<file path="src/rtl/parking_pkg.sv">
// Shared definitions for the parking-lot controller: gate-sequence state codes,
// default lot sizing, and the sensor pattern each state expects to see.
package parking_pkg;

    localparam int DEF_CAPACITY = 32;
    localparam int DEF_CNT_W    = 6;

    typedef enum logic [2:0] {
        ST_IDLE  = 3'd0,
        ST_EN_A  = 3'd1,
        ST_EN_AB = 3'd2,
        ST_EN_B  = 3'd3,
        ST_EX_B  = 3'd4,
        ST_EX_AB = 3'd5,
        ST_EX_A  = 3'd6,
        ST_ERR   = 3'd7
    } gate_state_e;

    // AB pattern that keeps a state where it is; ERR has no fixed pattern.
    function automatic logic [1:0] implied_ab(input logic [2:0] st);
        logic [1:0] ab;
        case (st)
            3'd0:    ab = 2'b00;
            3'd1:    ab = 2'b10;
            3'd2:    ab = 2'b11;
            3'd3:    ab = 2'b01;
            3'd4:    ab = 2'b01;
            3'd5:    ab = 2'b11;
            3'd6:    ab = 2'b10;
            default: ab = 2'b00;
        endcase
        return ab;
    endfunction

endpackage

</file>
<file path="src/rtl/occupancy_counter.sv">
// Saturating up/down occupancy counter with registered full/empty flags and a
// one-cycle pulse when a step would leave the range [0, CAPACITY].
module occupancy_counter import parking_pkg::*; #(
    parameter int CAPACITY = DEF_CAPACITY,
    parameter int CNT_W    = DEF_CNT_W
) (
    input  logic             clk,
    input  logic             rst,
    input  logic             inc,
    input  logic             dec,
    output logic [CNT_W-1:0] count,
    output logic             full,
    output logic             empty,
    output logic             ovf_unf
);

    localparam logic [CNT_W-1:0] CAP_C  = CNT_W'(CAPACITY);
    localparam logic [CNT_W-1:0] ZERO_C = CNT_W'(0);
    localparam logic [CNT_W-1:0] ONE_C  = CNT_W'(1);

    logic [CNT_W-1:0] count_r;
    logic [CNT_W-1:0] count_nxt_s;
    logic             full_r;
    logic             empty_r;
    logic             ovf_unf_r;
    logic             ovf_unf_nxt_s;

    // Next count: a step that would cross either bound is refused and flagged.
    always_comb begin
        count_nxt_s   = count_r;
        ovf_unf_nxt_s = 1'b0;
        if (inc && !dec) begin
            if (count_r < CAP_C) begin
                count_nxt_s = count_r + ONE_C;
            end else begin
                ovf_unf_nxt_s = 1'b1;
            end
        end else if (dec && !inc) begin
            if (count_r != ZERO_C) begin
                count_nxt_s = count_r - ONE_C;
            end else begin
                ovf_unf_nxt_s = 1'b1;
            end
        end else begin
            count_nxt_s   = count_r;
            ovf_unf_nxt_s = 1'b0;
        end
    end

    // Flags are registered from the next count so they track count in the same cycle.
    always_ff @(posedge clk or negedge rst) begin
        if (!rst) begin
            count_r   <= ZERO_C;
            full_r    <= 1'b0;
            empty_r   <= 1'b1;
            ovf_unf_r <= 1'b0;
        end else begin
            count_r   <= count_nxt_s;
            full_r    <= (count_nxt_s == CAP_C);
            empty_r   <= (count_nxt_s == ZERO_C);
            ovf_unf_r <= ovf_unf_nxt_s;
        end
    end

    assign count   = count_r;
    assign full    = full_r;
    assign empty   = empty_r;
    assign ovf_unf = ovf_unf_r;

endmodule

</file>
<file path="src/rtl/parking_gate_fsm.sv">
// Gate direction decoder: tracks the outer/inner beam sequence, counts completed
// entries and exits, and flags illegal transitions and count overflow/underflow.
module parking_gate_fsm import parking_pkg::*; #(
    parameter int CAPACITY = DEF_CAPACITY,
    parameter int CNT_W    = DEF_CNT_W
) (
    input  logic             clk,
    input  logic             rst,
    input  logic             sens_a,
    input  logic             sens_b,
    output logic [CNT_W-1:0] count,
    output logic             full,
    output logic             empty,
    output logic             car_in,
    output logic             car_out,
    output logic             seq_err
);

    localparam logic [2:0] S_IDLE  = 3'(ST_IDLE);
    localparam logic [2:0] S_EN_A  = 3'(ST_EN_A);
    localparam logic [2:0] S_EN_AB = 3'(ST_EN_AB);
    localparam logic [2:0] S_EN_B  = 3'(ST_EN_B);
    localparam logic [2:0] S_EX_B  = 3'(ST_EX_B);
    localparam logic [2:0] S_EX_AB = 3'(ST_EX_AB);
    localparam logic [2:0] S_EX_A  = 3'(ST_EX_A);
    localparam logic [2:0] S_ERR   = 3'(ST_ERR);

    logic [1:0]       ab_s;
    logic [2:0]       state_r;
    logic [2:0]       state_nxt_s;
    logic             inc_s;
    logic             dec_s;
    logic             ill_s;
    logic             ill_r;
    logic             car_in_r;
    logic             car_out_r;
    logic [CNT_W-1:0] count_s;
    logic             full_s;
    logic             empty_s;
    logic             ovf_unf_s;

    assign ab_s = {sens_a, sens_b};

    // Transition decode: single-bit moves advance or reverse, two-bit jumps are illegal.
    always_comb begin
        state_nxt_s = state_r;
        inc_s       = 1'b0;
        dec_s       = 1'b0;
        ill_s       = 1'b0;
        if ((state_r != S_ERR) && (ab_s == implied_ab(state_r))) begin
            state_nxt_s = state_r;
        end else begin
            case (state_r)
                S_IDLE: begin
                    if (ab_s == 2'b10)      state_nxt_s = S_EN_A;
                    else if (ab_s == 2'b01) state_nxt_s = S_EX_B;
                    else begin state_nxt_s = S_ERR; ill_s = 1'b1; end
                end
                S_EN_A: begin
                    if (ab_s == 2'b11)      state_nxt_s = S_EN_AB;
                    else if (ab_s == 2'b00) state_nxt_s = S_IDLE;
                    else begin state_nxt_s = S_ERR; ill_s = 1'b1; end
                end
                S_EN_AB: begin
                    if (ab_s == 2'b01)      state_nxt_s = S_EN_B;
                    else if (ab_s == 2'b10) state_nxt_s = S_EN_A;
                    else begin state_nxt_s = S_ERR; ill_s = 1'b1; end
                end
                S_EN_B: begin
                    if (ab_s == 2'b00)      begin state_nxt_s = S_IDLE; inc_s = 1'b1; end
                    else if (ab_s == 2'b11) state_nxt_s = S_EN_AB;
                    else begin state_nxt_s = S_ERR; ill_s = 1'b1; end
                end
                S_EX_B: begin
                    if (ab_s == 2'b11)      state_nxt_s = S_EX_AB;
                    else if (ab_s == 2'b00) state_nxt_s = S_IDLE;
                    else begin state_nxt_s = S_ERR; ill_s = 1'b1; end
                end
                S_EX_AB: begin
                    if (ab_s == 2'b10)      state_nxt_s = S_EX_A;
                    else if (ab_s == 2'b01) state_nxt_s = S_EX_B;
                    else begin state_nxt_s = S_ERR; ill_s = 1'b1; end
                end
                S_EX_A: begin
                    if (ab_s == 2'b00)      begin state_nxt_s = S_IDLE; dec_s = 1'b1; end
                    else if (ab_s == 2'b11) state_nxt_s = S_EX_AB;
                    else begin state_nxt_s = S_ERR; ill_s = 1'b1; end
                end
                S_ERR: begin
                    if (ab_s == 2'b00) state_nxt_s = S_IDLE;
                    else               state_nxt_s = S_ERR;
                end
                default: state_nxt_s = S_ERR;
            endcase
        end
    end

    // State and event pulses; a completion at a count bound is reported by the counter instead.
    always_ff @(posedge clk or negedge rst) begin
        if (!rst) begin
            state_r   <= S_IDLE;
            ill_r     <= 1'b0;
            car_in_r  <= 1'b0;
            car_out_r <= 1'b0;
        end else begin
            state_r   <= state_nxt_s;
            ill_r     <= ill_s;
            car_in_r  <= inc_s & ~full_s;
            car_out_r <= dec_s & ~empty_s;
        end
    end

    occupancy_counter #(
        .CAPACITY (CAPACITY),
        .CNT_W    (CNT_W)
    ) u_counter (
        .clk     (clk),
        .rst     (rst),
        .inc     (inc_s),
        .dec     (dec_s),
        .count   (count_s),
        .full    (full_s),
        .empty   (empty_s),
        .ovf_unf (ovf_unf_s)
    );

    assign count   = count_s;
    assign full    = full_s;
    assign empty   = empty_s;
    assign car_in  = car_in_r;
    assign car_out = car_out_r;
    assign seq_err = ill_r | ovf_unf_s;

endmodule

</file>
<file path="config.mk">
export PLATFORM = sky130hd
export DESIGN_NAME = parking_gate_fsm
export DESIGN_NICKNAME = d
export VERILOG_FILES = /design/src/rtl/parking_pkg.sv /design/src/rtl/occupancy_counter.sv /design/src/rtl/parking_gate_fsm.sv
export SDC_FILE = /design/constraint.sdc
export NUM_CORES = 1
export LEC_CHECK = 0
export CAP_MARGIN = 20
export CORE_MARGIN = 1.5
export CORE_UTILIZATION = 67
export DETAILED_ROUTE_END_ITERATION = 6
export DONT_BUFFER_PORTS = 1
export PLACE_DENSITY_LB_ADDON = 0.12
export SLEW_MARGIN = 20
export SYNTH_ARGS = -nofsm -noshare
export SYNTH_HDL_FRONTEND = slang
export SYNTH_SLANG_ARGS = --single-unit
</file>
<file path="constraint.sdc">
create_clock -name clk -period 6.1 [get_ports clk]
set_input_delay 0.915 -clock clk [delete_from_list [all_inputs] [get_ports clk]]
set_output_delay 0.915 -clock clk [all_outputs]
set_load 0.02 [all_outputs]
</file>
* Yosys cells after proc, flatten, opt, wreduce, memory -nomap -nowiden *
Index checks and enable logic that the tools add are counted.

storage, ports and cells
  memories = 0
  bits in read-only memories = 0
  register bits after elaboration = 15
  output and inout bits = 11
  latch bits = 0
  input port bits = 4
  bits in writable memories = 0

cells by class
  shift operators = 0
  bitwise gates (word level) = 5
  reduce and logical (&&, ||, !) cells = 15
  eq/ne operators = 13
  $mul = 0
  add/sub/neg operators = 2
  divide/modulo/power cells = 0
  multiplexer cells = 37
  magnitude comparators = 1

operator list
  kind                 number
  $mux 3               10
  $mux 6               4
  $pmux 3 s8           1
  $mux 1               18
  $eq 3x3->1 const B   4
  $reduce_or 2->1      6
  $add 6x1->6 const B  1
  $eq 3x2->1 const B   2
  $eq 6x6->1 const B   1
  $logic_not 6->1      1
  $lt 6x6->1 const B   1
  $pmux 2 s3           1
  $reduce_bool 6->1    1
  $sub 6x1->6 const B  1
  $eq 2x2->1 const B   2
  $mux 2               2
  $pmux 1 s4           1
  $eq 3x1->1 const B   1
  $logic_and 1x1->1    3
  $logic_not 3->1      1
  $ne 3x3->1 const B   1
  $and 1x1->1          2
  $eq 2x1->1 const B   1
  $eq 2x2->1           1
  other kinds (4)      6

* Depth between registers and ports, before layout *
Gate-level depths: netlist of run 1.

  depth after elaboration = 11
  mapped depth = 9

* Modules after synthesis *
From an unflattened synthesis of run 1, not the netlist that was laid out.

unflattened totals
  cells, all modules = 130
  area total of the unflattened synthesis = 1183.6 µm²

modules (own cells, without submodules)
  module             cells each  instances  seq. area each (µm²)  area each (µm²)
  occupancy_counter  70          1          226.5                 673.1
  parking_gate_fsm   60          1          150.1                 510.5

* Worst setup path before layout of run 1 *
Ideal clock, no wire load.

  path type = input to register
  start point = in sens_a
  end point = reg u_counter.full_r (netlist: u_counter.full)
  setup slack = 3.554 ns
  stages on the path = 9
  path buffers = 2
  setup time = 0.100 ns
  data arrival time = 2.446 ns
  data required time = 6.000 ns
  cell sequence = buf_2 > inv_1 > ha_1 > buf_2 > o211ai_1 > or3_1 > o21ai_0 > o2bb2ai_1 > nor4bb_1

on the way
  word-level cells in the longest chain between the ends = 9

RTL lines
  what                    line                                            RTL
  start: declaration      parking_gate_fsm.sv:9                           input logic sens_a,
  $logic_not 2->1         parking_gate_fsm.sv:70, parking_gate_fsm.sv:85
  $mux 1                  parking_gate_fsm.sv:70, parking_gate_fsm.sv:85
  $mux 1                  parking_gate_fsm.sv:53                          case (state_r)
  $mux 1                  parking_gate_fsm.sv:50                          if ((state_r != S_ERR) && (ab_s == implied_ab(state_r))) begin
  $logic_not 1->1         occupancy_counter.sv:38                         end else if (dec && !inc) begin
  $logic_and 1x1->1       occupancy_counter.sv:38
  $mux 6                  occupancy_counter.sv:38
  $mux 6 (*)              occupancy_counter.sv:32                         if (inc && !dec) begin
  $eq 6x6->1 (*)          occupancy_counter.sv:59                         full_r <= (count_nxt_s == CAP_C);
  end signal: assignment  occupancy_counter.sv:59
  end: declaration        occupancy_counter.sv:23                         logic full_r;

Mark *: on every way between the ends. The rest lies on a longest branch, timed or not.
A chain may end at the register's enable or synchronous reset.

* Final worst setup path of run 1 *
  start point = reg state_r[1]
  end point = reg u_counter.full_r (netlist: u_counter.full)

on the way
  word-level cells in the longest chain between the ends = 11

RTL lines
  what                                      line                                       RTL
  start: declaration                        parking_gate_fsm.sv:29                     logic [2:0] state_r;
  start signal: assignment                  parking_gate_fsm.sv:106                    state_r <= state_nxt_s;
  $eq 3x3->1, or another cell as far along  parking_pkg.sv:22, parking_gate_fsm.sv:53
  $reduce_or 2->1 (no line)                 --
  $pmux 2 s3                                parking_pkg.sv:22                          case (st)
  $eq 2x2->1                                parking_gate_fsm.sv:50
  $logic_and 1x1->1                         parking_gate_fsm.sv:50
  $mux 1                                    parking_gate_fsm.sv:50
  $logic_not 1->1                           occupancy_counter.sv:38
  $logic_and 1x1->1                         occupancy_counter.sv:38
  $mux 6                                    occupancy_counter.sv:38
  $mux 6 (*)                                occupancy_counter.sv:32
  $eq 6x6->1 (*)                            occupancy_counter.sv:59

Marks and branches as above.

==> flow_summary.toml, run 1 <==
[floorplanning]
core_area_sq_mm = 0.00176
fp.dieArea_sq_mm = 0.00217
placementRows = 15
die_h_um = 46.6
die_w_um = 46.6
initial_core_util_pct = 72.1
ios = 15

[power_and_ir_drop]
leakage_nw = 0.572
finalPower_mw = 0.648
p_per_area_mw_per_mm2 = 501
vdd_drop_max_mv = 0.275

[cts]
cts_buffer_depth = 2
post_cts_resized = 0
clock-sinks = 15
cts_tree = "built"
numCtsBuffers = 3
htree_levels = 1
clock_latency_ns = 0.29
postCtsSetupRepairBufs = 0
root_buffer = "clkbuf_4"
ctsHoldBuffers = 0
clkTransAtPathRegs_ns = 0.09

[yosys]
syn_inst = 134
ys_top_cells_by_area = "dfrtp_1, ha_1, o21ai_0, nor2_1, o211ai_1"
async_reset_ff_share_pct = 100
yosys.area.top_type = "dfrtp_1"
avgSynthCellArea_sq_um = 9.50
synth_top_area_share_pct = 27.5
ys_seq_elements = 15
synth_flop_cell = "dfrtp_1"
yosysSeqAreaShare_pct = 29.6
synth_edf_count = 0
yosys_warnings = 0
ys_types = 46
synth_nets = 148
synth_area_sq_mm = 0.00127

[timing]
tns_ns = 0
rsz0062_at_grt = "no"
period_minus_slack_ns = 2.82
fin_crit_sh_pct = 46.2
maxSlewViolCount = 0
hold_viol = 0
relSlewSlack_pct = 54.3
layout_setup_ws_ns = 3.28
finalClockSkew_ns = 0.00222
setup_viol = 0
fmax_mhz = 355
tightest_slew_ns = 0.679

[drt]
routedWlPerCell_um = 17.6
drtAntennaViolNets = 0
routed_wl_um = 2780
drt_iter0_drc = 34
dr.pass1.iters = 4
drc = 0
via_per_inst = 6.64
num_vias = 1049

[global_route]
first_global_vias = 989
grt_pass1_wl_um = 4690
track_usage_pct = 30.8
grt.overflow.total = 0
antenna_found_initial = 0
grt_max_degree = 16

[worst_setup_path]
endpoint_kind = "flop"
critPathKind = "flop to flop"
r2r_start = "state_r[1]$_DFFE_PN0N_"
crit_fanout = 12
startpoint = "state_r[1]$_DFFE_PN0N_"
cp.arrival_ns = 3.01
rr_worst_depth = 8
crit_chain = "inv_1 -> ha_1 -> xnor2_2 -> o211ai_1 -> or3_1 -> o21ai_0 -> o2bb2ai_1 -> nor4bb_1"
cpPeakStageDelay_ns = 0.65
cp-start-kind = "flop"
worst_ep_required_time_ns = 6.29
crit_slowest_cell = "dfrtp_1"

[placed_design]
portBuffers = 0
dpl.cell_count = 154
pre_cts_ws_ns = 3.27
place_congestion = 0.901
hpwl_um = 2120
dpl_cell_area_sq_mm = 0.00127

[final_layout]
layout_commonest_cell = "dfrtp_1"
layout-drive-gt1-share_pct = 13.5
nets = 148
postLayoutCellArea_sq_mm = 0.00129
diodes = 0
areaGrowthSynthToFinish_pct = 1.67
mostFrequentLayoutCells = "dfrtp_1, nor2_1, o21ai_0, ha_1, inv_1"
instances_no_fill = 158

[status]
status = "finished clean"

[run]
maxCapViolations = 0

[hold_path]
min_path_type = "primary input to asynchronous set/reset pin"
-- report_power, final --
group          switching [mW]  internal, mW  leakage, nW  total (mW)
registers              0.0962         0.131        0.183       0.227
clock network          0.0336        0.0244       0.0177      0.0579
logic                   0.205         0.158        0.372       0.362
-- registers in the layout, summed over array words and instances, names as in the netlist --
name	flops
u_counter.ovf_unf	1
u_counter.empty	1
ill_r	1
u_counter.full	1
u_counter.count	6
car_out	1
car_in	1
state_r	3
-- synth_stat cells (all sizes together), types with 2 or more instances --
cell type  number
nand2b          4
o211a           2
o21ai          10
and3b           2
nor2           13
nand2           8
or3             3
nand3           5
nor3            2
mux2i           3
buf             5
ha             10
nor4            2
o211ai          6
xnor2           4
inv             9
a21oi           3
dfrtp          14
o2bb2ai         2
nor3b           3
o31a            2
-- critical path: cells and delay by family, from the launching register on --
kind / cells / cell delay [ns]
xor+xnor: 1 / 0.36
compound gates: 3 / 0.52
flops: 1 / 0.65
buf+inv: 1 / 0.14
simple gates: 2 / 0.70
fa+ha+maj: 1 / 0.35
-- cell type report --
class,count,area [sq um]
Multi-Input combinational cell,105,825
Fill cell,142,470
Sequential cell,15,377
Inverter,9,33.8
Tap cell,25,31.3
Clock buffer,3,22.5
Clock inverter,1,5.00
-- metal layers --
layer | global-route usage [%] | vias up | wire [um]
met5 | 0 | - | 0
met3 | 6.67 | 8 | 153
met2 | 53.6 | 35 | 1410
met4 | 8.57 | 0 | 47
met1 | 37.8 | 511 | 1170
li1 | - | 495 | -
-- per-stage QoR --
step	hold WS [ns]	util, %
final	0.309	73.3
after global placement	0.528	71.8
after detailed placement	0.529	71.8
after floorplan	0.516	-
after global routing	0.289	73.3
after CTS	0.312	73.3
-- kinds of logic after synthesis --
| logic type | Yosys count | synth area share, % |
|---|---|---|
| AO/OA/AOI/OAI | 37 | 23.4 |
| AND/OR/NAND/NOR | 49 | 23.7 |
| buffers and inverters | 14 | 5.60 |
| multiplexers | 4 | 3.24 |
| XOR/XNOR | 5 | 4.62 |
| flip-flops | 15 | 29.6 |
| adder cells (fa/ha/maj) | 10 | 9.83 |
-- final timing paths --
kind,endpoint,slack [ns]
max,u_counter.full$_DFF_PN0_,3.28
min,car_in$_DFF_PN0_,0.31
max reg2reg,u_counter.full$_DFF_PN0_,3.28
min reg2reg,car_out$_DFF_PN0_,0.55
max in group asynchronous,u_counter.empty$_DFF_PN1_,5.62
min in group clk,car_out$_DFF_PN0_,0.55
No activity file was read; power rests on OpenSTA's default activity.
==> inputs of run 2 (changes only) <==
Settings changed: CORE_UTILIZATION 67 to 62.
Clock period 6.1 ns to 2.94 ns, I/O delays scaled along.
==> run 2 against run 1 <==
Against the previous run:
- hold slack improved by 0.087 ns
- sequential power increased by 90%
- core utilization decreased by 4.9 points
- fmax increased by 8.4%
==> flow_summary.toml, run 2 (same netlist as run 1, synthesis figures left out) <==
[status]
status = "finished clean"

[timing]
finalClockSkew_ns = 0.00944
tightest_slew_ns = 0.652
tns_ns = 0
relSlewSlack_pct = 56.4
fmax_mhz = 385
hold_viol = 0
maxSlewViolCount = 0
setup_viol = 0
rsz0062_at_grt = "no"
period_minus_slack_ns = 2.60
fin_crit_sh_pct = 88.4

[power_and_ir_drop]
leakage_nw = 0.591
vdd_drop_max_mv = 0.687
p_per_area_mw_per_mm2 = 1020
finalPower_mw = 1.36

[drt]
routedWlPerCell_um = 16.6
topRoutingLayerUsed = "met4"
drt_iter0_drc = 31
wl_met2_um = 1290
drc = 0
num_vias = 1062
routed_wl_um = 2720
wl_met3_um = 225
via_per_inst = 6.48
dr.pass1.iters = 4
drtAntennaViolNets = 0
drt-met1-wl_um = 1160

[floorplanning]
die_h_um = 48.3
ios = 15
initial_core_util_pct = 65.5
fp.dieArea_sq_mm = 0.00233
core_area_sq_mm = 0.00194
placementRows = 16
die_w_um = 48.3

[final_layout]
layout_commonest_cell = "dfrtp_1"
mostFrequentLayoutCells = "dfrtp_1, nor2_1, o21ai_0, ha_1, inv_1"
seqCellArea_sq_um = 377
areaGrowthSynthToFinish_pct = 4.42
multi_input_area_sq_um = 825
largest_register_ffs = 6
diodes = 0
layout-drive-gt1-share_pct = 15.3
nets = 152
num-fill-cells = 168

[worst_setup_path]
cpPeakStageDelay_ns = 0.51
crit_chain = "inv_1 -> ha_1 -> or3b_1 -> or3_4 -> nand4_4 -> o21ai_0 -> o2bb2ai_1 -> nor4b_1"
cp.arrival_ns = 2.76
worst_ep_required_time_ns = 3.10
critPathBufInv = 1
reg2reg_slack_ns = 0.34
rr_worst_depth = 8
r2r_start = "u_counter.count[0]$_DFF_PN0_"
endpoint_kind = "flop"
r2r_end = "u_counter.empty$_DFF_PN1_"
path_delay_family = "simple AND/OR/NAND/NOR gates"
crit_slowest_cell = "dfrtp_1"
crit_fanout = 7
critPathKind = "flop to flop"
cp-start-kind = "flop"

[cts]
clock-sinks = 15
cts_tree = "built"
clock_latency_ns = 0.28
clkTransAtPathRegs_ns = 0.09
cts_buffer_depth = 2
post_cts_resized = 0
numCtsBuffers = 3
root_buffer = "clkbuf_4"
htree_levels = 1

[global_route]
antenna_found_initial = 0
grt_max_degree = 16
grt.overflow.total = 0
grt_pass1_wl_um = 4750
first_global_vias = 1054
track_usage_pct = 25.8

[placed_design]
portBuffers = 0
hpwl_um = 2110
place_congestion = 0.903

[hold_path]
hold_path_depth = 2
min_path_type = "primary input to flop"
worst_hold_path.endpoint = "ill_r$_DFF_PN0_"
hold_path_startpoint = "sens_a"

[run]
maxCapViolations = 0
## run 2: cell type report
cell class              instances  area share, %
well taps                      27           2.54
repair buffers                  4           2.45
multi-input cells             105           62.1
inverters                       9           2.54
clock inverters                 1          0.377
flip-flops and latches         15           28.3
clock buffers                   3           1.69
## run 2: worst register-to-register path, stage by stage (launching register included)
cell and delay [ns]:
dfrtp_1 0.51, inv_1 0.20, ha_1 0.18, or3b_1 0.39, or3_4 0.37, nand4_4 0.14
o21ai_0 0.15, o2bb2ai_1 0.23, nor4b_1 0.32
## run 2: routing by layer
metal / GRT usage (%) / up-vias
li1: - / 499
met1: 34.2 / 499
met2: 41.0 / 56
met3: 6.79 / 8
met4: 9.05 / 0
met5: 0 / -
## run 2: power breakdown
| part | total [mW] | leakage (nW) | switching, mW | internal [mW] |
|---|---|---|---|---|
| sequential | 0.431 | 0.183 | 0.158 | 0.273 |
| combinational | 0.816 | 0.390 | 0.468 | 0.348 |
| clock | 0.115 | 0.0177 | 0.0644 | 0.0504 |
## run 2: how the worst max path moves through the flow
stage	start	endpoint	slack (ns)	cells after the start
global placement	u_counter.count[0]$_DFF_PN0_	u_counter.full$_DFF_PN0_	0.57	8
finish	u_counter.count[0]$_DFF_PN0_	u_counter.empty$_DFF_PN1_	0.34	8
CTS	u_counter.count[0]$_DFF_PN0_	u_counter.empty$_DFF_PN1_	0.36	8
global route	u_counter.count[0]$_DFF_PN0_	u_counter.empty$_DFF_PN1_	0.25	8
floorplan	u_counter.count[0]$_DFF_PN0_	u_counter.full$_DFF_PN0_	0.68	8
detailed placement	u_counter.count[0]$_DFF_PN0_	u_counter.full$_DFF_PN0_	0.40	8
## run 2: what timing repair did
action,CTS,global route
endpoints found under the hold margin,15,0
buffers inserted,0,0
hold buffers,1,0
## run 2: metrics by stage
stage	util, %	setup slack (ns)	hold WS (ns)	area, sq um	std cells
after detailed placement	66.5	0.397	0.146	1290	159
after CTS	68.4	0.358	0.388	1330	164
after floorplan	-	0.683	0.145	1270	134
after global placement	66.5	0.565	0.146	1290	159
final	68.4	0.341	0.396	1330	164
after global routing	68.4	0.245	0.392	1330	164
==> inputs of run 3 (changes only) <==
Settings changed: CORE_UTILIZATION 62 to 67.
Clock period 2.94 ns to 3.2 ns, I/O delays scaled along.
==> run 3 against run 2 <==
Against the previous run:
- critical path depth unchanged
- clock power about the same
- cell area down 0.56%
- highest routed layer unchanged
- critical path type unchanged
- largest power group unchanged
==> flow_summary.toml, run 3 (same netlist as run 1, synthesis figures left out) <==
[final_layout]
mostFrequentLayoutCells = "dfrtp_1, nor2_1, o21ai_0, ha_1, inv_1"
postLayoutCellArea_sq_mm = 0.00132
largest_register_ffs = 6
layout_commonest_cell = "dfrtp_1"
nets = 151
layout-drive-gt1-share_pct = 14.0
diodes = 0
postLayoutCoreUtil_pct = 74.9
areaGrowthSynthToFinish_pct = 3.84

[run]
maxCapViolations = 0

[cts]
clkTransAtPathRegs_ns = 0.10
numCtsBuffers = 3
root_buffer = "clkbuf_4"
htree_levels = 1
cts_tree = "built"
clock-sinks = 15
cts_buffer_depth = 2
post_cts_resized = 0
clock_latency_ns = 0.29

[timing]
tightest_slew_ns = 0.665
period_minus_slack_ns = 2.78
fin_crit_sh_pct = 86.9
fmax_mhz = 359
rsz0062_at_grt = "no"
maxSlewViolCount = 0
hold_viol = 0
holdWs_ns = 0.427
finalClockSkew_ns = 0.00429
setup_viol = 0
relSlewSlack_pct = 55.5
tns_ns = 0

[global_route]
first_global_vias = 998
grt_pass1_wl_um = 4730
track_usage_pct = 30.6
grt_max_degree = 15
antenna_found_initial = 0
grt.overflow.total = 0

[power_and_ir_drop]
clkPwrFrac_pct = 8.9
switching_power_mw = 0.647
vdd_drop_max_mv = 0.723
swShare_pct = 51.5
leakage_nw = 0.585
finalPower_mw = 1.26
p_per_area_mw_per_mm2 = 951
intPower_mw = 0.609
combPwrFrac_pct = 58.3
p_seq_share_pct = 32.8

[drt]
dr.pass1.iters = 5
via_per_inst = 6.76
routed_wl_um = 2870
num_vias = 1089
routedWlPerCell_um = 17.8
wl_met3_um = 289
drt_iter0_drc = 42
topRoutingLayerUsed = "met4"
wl_met2_um = 1290
drt-met1-wl_um = 1280
drc = 0
drtAntennaViolNets = 0

[worst_setup_path]
worst_ep_required_time_ns = 3.38
cp.arrival_ns = 2.96
crit_fanout = 12
cp-start-kind = "flop"
endpoint_kind = "flop"
critPathKind = "flop to flop"

[floorplanning]
initial_core_util_pct = 72.1
placementRows = 15
ios = 15
fp.dieArea_sq_mm = 0.00217
die_h_um = 46.6
core_area_sq_mm = 0.00176
die_w_um = 46.6

[placed_design]
dpl_cell_area_sq_mm = 0.00127
portBuffers = 0
hpwl_um = 2100
place_congestion = 0.938

[hold_path]
min_path_type = "primary input to flop"

[status]
status = "finished clean"
## run 3: changes by cell type in the layout (fill, tap and decap cells not counted), sizes merged
| cell | change |
|---|---|
| dlygate4sd3 | +1 |
| buf | -2 |
## run 3: cell type report
| type | instances | area, sq um |
|---|---|---|
| repair buffers | 3 | 27.5 |
| fillers | 136 | 443 |
| clock inverters | 1 | 5.00 |
| multi-input cells | 105 | 825 |
| clock buffers | 3 | 22.5 |
| well taps | 25 | 31.3 |
| inverters | 9 | 33.8 |
| flip-flops and latches | 15 | 377 |
## run 3: what timing repair did
action | 4_1_cts | 5_1_grt
endpoints found under the hold margin | 14 | 1
setup buffers | 0 | 0
hold buffers | 1 | 1
setup endpoints to repair | 0 | 0
## run 3: worst paths after layout
check                                     startpoint                           end  slack (ns)  cells after the start
setup reg to reg              state_r[1]$_DFFE_PN0N_     u_counter.empty$_DFF_PN1_        0.42                      8
hold reg to reg            u_counter.empty$_DFF_PN1_             car_out$_DFF_PN0_        0.56                      1
hold / removal                                sens_a               ill_r$_DFF_PN0_        0.43                      2
setup / recovery              state_r[1]$_DFFE_PN0N_     u_counter.empty$_DFF_PN1_        0.42                      8
min in group asynchronous                        rst     u_counter.empty$_DFF_PN1_        0.57                      1
max in group asynchronous                        rst  u_counter.count[4]$_DFF_PN0_        2.12                      1
## run 3: metal layers
layer,track usage (%),vias up
met3,12.5,4
li1,-,499
met1,44.3,525
met4,5.71,0
met5,0,-
met2,42.5,61
## run 3: worst max-delay path: stages, from the launching register on
cell and delay, ns:
dfrtp_1 0.62, inv_1 0.12, ha_1 0.35, xnor2_2 0.33
a221oi_4 0.11, nor4_1 0.40, mux2i_1 0.16, o2bb2ai_1 0.19
nor4b_1 0.37
## run 3: per-stage QoR
step           setup WS [ns]  instances
2_1_floorplan          0.943        134
3_3_place_gp           0.625        155
3_5_place_dp           0.484        155
4_1_cts                0.472        160
5_1_grt                0.213        161
6_report               0.418        161
## run 3: power by group through the flow
stage / registers, mW / logic (mW) / clock network (mW)
final: 0.411 / 0.732 / 0.112
after global routing: 0.429 / 0.807 / 0.123
after CTS: 0.409 / 0.714 / 0.109
after detailed placement: 0.413 / 0.705 / 0
after global placement: 0.409 / 0.690 / 0
after floorplan: 0.361 / 0.639 / 0
